File: config.mk
export PLATFORM = sky130hd
export DESIGN_NAME = serial_sub4
export DESIGN_NICKNAME = d
export VERILOG_FILES = /design/src/rtl/serial_sub_pkg.sv /design/src/rtl/full_subtractor.sv /design/src/rtl/serial_sub4.sv
export SDC_FILE = /design/constraint.sdc
export NUM_CORES = 1
export LEC_CHECK = 0
export ABC_AREA = 1
export BUFFER_PORTS_ARGS = -buffer_cell sky130_fd_sc_hd__buf_2
export CAP_MARGIN = 20
export CORE_MARGIN = 10
export CORE_UTILIZATION = 43
export CTS_CLUSTER_DIAMETER = 150
export DETAILED_ROUTE_END_ITERATION = 7
export GPL_ROUTABILITY_DRIVEN = 0
export SYNTH_ARGS = -nofsm -noshare
export SYNTH_HDL_FRONTEND = slang
export SYNTH_HIERARCHICAL = 1
export SYNTH_SLANG_ARGS = --single-unit
File: constraint.sdc
create_clock -name clk -period 2.8 [get_ports clk]
set_input_delay 0.7 -clock clk [delete_from_list [all_inputs] [get_ports clk]]
set_output_delay 0.7 -clock clk [all_outputs]
set_load 0.02 [all_outputs]
File: src/rtl/serial_sub_pkg.sv
`default_nettype none
// ============================================================================
// Module   : serial_sub_pkg
// Brief    : shared state encoding and default width for the serial subtractor
// Revision : 1.0 - initial release
// ============================================================================
package serial_sub_pkg;

    localparam int c_DEFAULT_WIDTH = 4;

    typedef enum logic [1:0] {
        IDLE = 2'd0,
        RUN  = 2'd1,
        DONE = 2'd2
    } state_t;

endpackage
`default_nettype wire

File: src/rtl/full_subtractor.sv
`default_nettype none
// ============================================================================
// Module   : full_subtractor
// Brief    : one-bit full subtractor, d = a - b - bin with borrow-out
// Revision : 1.0 - initial release
// ============================================================================
module full_subtractor (
    input  logic a,
    input  logic b,
    input  logic bin,
    output logic d,
    output logic bout
);

    assign d    = a ^ b ^ bin;
    assign bout = (~a & b) | (~(a ^ b) & bin);

endmodule
`default_nettype wire

File: src/rtl/serial_sub4.sv
`default_nettype none
// ============================================================================
// Module   : serial_sub4
// Brief    : bit-serial unsigned subtractor, LSB first, valid/ready handshake
// Revision : 1.0 - initial release
// ============================================================================
module serial_sub4
    import serial_sub_pkg::*;
#(
    parameter int WIDTH = c_DEFAULT_WIDTH
) (
    input  logic             clk,
    input  logic             rst_n,
    input  logic             in_valid,
    output logic             in_ready,
    input  logic [WIDTH-1:0] a,
    input  logic [WIDTH-1:0] b,
    input  logic             bin,
    output logic             out_valid,
    input  logic             out_ready,
    output logic [WIDTH-1:0] d,
    output logic             bout,
    output logic             zero
);

    localparam int              c_CW   = (WIDTH > 1) ? $clog2(WIDTH) : 1;
    localparam logic [c_CW-1:0] c_LAST = c_CW'(WIDTH - 1);
    localparam logic [c_CW-1:0] c_ONE  = c_CW'(1);

    state_t            r_state;
    logic              r_in_ready;
    logic              r_out_valid;
    logic [WIDTH-1:0]  r_a;
    logic [WIDTH-1:0]  r_b;
    logic [WIDTH-1:0]  r_d;
    logic              r_br;
    logic              r_bout;
    logic              r_zero;
    logic [c_CW-1:0]   r_cnt;

    logic              w_d;
    logic              w_bout;
    logic [WIDTH-1:0]  w_d_next;

    full_subtractor u_fs (
        .a    (r_a[r_cnt]),
        .b    (r_b[r_cnt]),
        .bin  (r_br),
        .d    (w_d),
        .bout (w_bout)
    );

    // Result word with the bit being processed this cycle merged in, so the
    // zero flag can be registered on the same edge as the final bit.
    always_comb begin
        w_d_next        = r_d;
        w_d_next[r_cnt] = w_d;
    end

    always_ff @(posedge clk or negedge rst_n) begin
        if (!rst_n) begin
            r_state     <= IDLE;
            r_in_ready  <= 1'b1;
            r_out_valid <= 1'b0;
            r_a         <= '0;
            r_b         <= '0;
            r_d         <= '0;
            r_br        <= 1'b0;
            r_bout      <= 1'b0;
            r_zero      <= 1'b0;
            r_cnt       <= '0;
        end else begin
            case (r_state)
                IDLE: begin
                    if (in_valid) begin
                        r_a        <= a;
                        r_b        <= b;
                        r_br       <= bin;
                        r_cnt      <= '0;
                        r_d        <= '0;
                        r_bout     <= 1'b0;
                        r_zero     <= 1'b0;
                        r_in_ready <= 1'b0;
                        r_state    <= RUN;
                    end
                end
                RUN: begin
                    r_d   <= w_d_next;
                    r_br  <= w_bout;
                    r_cnt <= r_cnt + c_ONE;
                    if (r_cnt == c_LAST) begin
                        r_bout      <= w_bout;
                        r_zero      <= (w_d_next == '0);
                        r_out_valid <= 1'b1;
                        r_state     <= DONE;
                    end
                end
                DONE: begin
                    if (out_ready) begin
                        r_out_valid <= 1'b0;
                        r_in_ready  <= 1'b1;
                        r_state     <= IDLE;
                    end
                end
                default: begin
                    r_out_valid <= 1'b0;
                    r_in_ready  <= 1'b1;
                    r_state     <= IDLE;
                end
            endcase
        end
    end

    assign in_ready  = r_in_ready;
    assign out_valid = r_out_valid;
    assign d         = r_d;
    assign bout      = r_bout;
    assign zero      = r_zero;

endmodule
`default_nettype wire
==> impl_metrics.ini <==
[sta]
finalCriticalPeriod_ns = 1.99
slew_viol_final = 0
worstMarginPinSlew_ns = 0.463
slew_headroom_pct = 69.1
fin_setup_tns_ns = 0
fin_skew_ns = 0.0115
min_period_over_period_pct = 70.9
hold_ws_ns = 0.322
finalHoldViolations = 0
fmax_ghz = 0.504
setup_viol = 0
rsz0062_at_grt = false

[clock_tree]
cts_setup_buffers = 0
cts_tree = built
worstSkewPairLatency_ns = 0.31
ctsLongestPathBuffers = 2
post_cts_resized = 0
cts.sinks = 21
cts_root_buffer = clkbuf_4
ctsHoldBuffers = 0
clkSlewWorstSetupHoldPaths_ns = 0.12
htreeDepth = 1
cts_buffers = 3

[setup_path]
required_ns = 3.00
endpoint_kind = register
critPathLaunchType = register
critPathKind = register to register
cp_max_fo = 8
worst_ep_arrival_time_ns = 2.19

[grt]
track_usage_pct = 9.90
gr-total-overflow = 0
antenna_found_initial = 0
grt_pass1_wl_microns = 4040
grt_max_degree = 22
grt_pass1_vias = 853

[layout]
fill_cells = 237
ff_latch_area_sq_um = 527
layout.cells.most_common = nand2_1
multiInputGateArea_sq_um = 438
layout_common_cells = 50 x nand2_1, 20 x dfrtp_1, 20 x buf_2, 17 x inv_1
n_antenna_cell = 0
final_cells = 179
syn_to_final_growth_pct = 14.7
drive_gt1_share_pct = 19.2
nets = 170

[die]
ioPinCount = 21
fp-row-count = 17
die_height_microns = 69.3
dieArea_sq_um = 4800
die_width_microns = 69.3
initial_core_util_pct = 46.3
core-area_sq_um = 2250

[placed_design]
dp_hpwl_microns = 1720
io_buffers = 20
dp_cells = 175

[synthesis]
yosysUniqueCellTypes = 18
synth-compound-area-share_pct = 9.11
synth_top_family_by_area = simple AND/OR/NAND/NOR gates
synth-adder-area-share_pct = 6.71
yosysTopAreaCellShare_pct = 48.0
seq_area_frac_synth_pct = 50.5
synth_top_area_cell = dfrtp_1
synth_xor_area_share_pct = 0
synthesis.instances = 128
ys_top_cells_by_area = dfrtp_1 48%, nand2_1 18%, inv_1 6.1%
ys_warn_count = 6
synthesis.nets = 146
synthMuxAreaShare_pct = 0
synth_seq_cells = 21
syn_area_per_cell_sq_um = 8.15
synth_area_sq_um = 1040
synthSimpleGateAreaFrac_pct = 26.1

[route]
via_per_inst = 4.80
antenna_left = 0
firstDrtPassIters = 4
vias = 860
drc_errors = 0
dr.first_iter.drc_count = 19
wl_per_cell_microns = 12.4
wl_microns = 2220

[pwr]
power.density_nw_per_um2 = 1250
finalPower_w = 0.00150
peakVddDrop_mv = 0.516
power.static_leakage_nw = 0.680

[status]
run_status = complete, no violations

[run]
maxCapViolations = 0

[min_path]
hold_path.class = input pin to asynchronous set/reset pin
[sequential cells by signal, indices dropped and copies added, names as in the netlist]
register   cells
out_valid      1
r_b            4
r_cnt          2
zero           1
r_state        2
d              4
bout           1
r_a            4
in_ready       1
r_br           1
[cell families after synthesis]
kind of cell	count (synthesis)
AO/OA/AOI/OAI	17
buffers and inverters	20
AND/OR/NAND/NOR	65
flip-flops	21
adder cells (fa/ha/maj)	5
[cell usage after synthesis (all sizes together)]
cell,n
a21oi,3
nor2,9
o22ai,4
dfstp,1
fa,1
inv,19
ha,4
nand2,51
dfrtp,20
a21boi,1
nand3,5
buf,1
o21ai,8
o31ai,1
[path summary, 6_finish.rpt]
kind | to | depth (start not counted) | slack (ns) | start
min in group clk | r_a[2] | 2 | 0.49 | r_a[2]
hold reg to reg | r_a[2] | 2 | 0.49 | r_a[2]
hold / removal | d[2] | 1 | 0.32 | rst_n
setup / recovery | zero | 12 | 0.81 | r_cnt[0]
setup reg to reg | zero | 12 | 0.81 | r_cnt[0]
max in group asynchronous | in_ready | 1 | 2.14 | rst_n
[area by class of cell]
cell class / instances / area share [%]
Multi-Input combinational cell: 87 / 36.6
Clock buffer: 4 / 2.19
Sequential cell: 21 / 44.0
Tap cell: 28 / 2.93
Timing Repair Buffer: 20 / 8.36
Inverter: 19 / 5.96
[through the flow]
stage / setup WS (ns) / utilization (%) / area [sq um]
after global placement: 0.912 / 51.9 / 1170
after floorplan: 0.987 / - / 1040
after detailed placement: 0.825 / 51.9 / 1170
after global routing: 0.638 / 53.1 / 1200
after CTS: 0.816 / 53.1 / 1200
final: 0.815 / 53.1 / 1200
[worst max-delay path, cell delays in order (launching register included)]
cell	delay, ns
dfrtp_1	0.45
inv_1	0.20
o21ai_0	0.11
o22ai_1	0.12
inv_1	0.07
fa_1	0.55
inv_1	0.07
nand2_1	0.05
nand2_1	0.07
nand2_1	0.07
nor2_1	0.03
nand2_1	0.05
nand2_1	0.04
[per-layer routing]
| layer | vias up | global-route usage [%] | wire, microns |
|---|---|---|---|
| met5 | - | 0 | 0 |
| met1 | 396 | 12.2 | 1020 |
| met2 | 17 | 15.5 | 1050 |
| met3 | 4 | 2.57 | 117 |
| li1 | 443 | - | - |
| met4 | 0 | 4.66 | 32 |
[report_power, final]
group / total [W] / switching, W / internal (W)
Combinational: 0.000801 / 0.000518 / 0.000283
Clock: 0.000146 / 0.0000902 / 0.0000556
Sequential: 0.000550 / 0.0000969 / 0.000453
(Power assumes the default switching activity.)
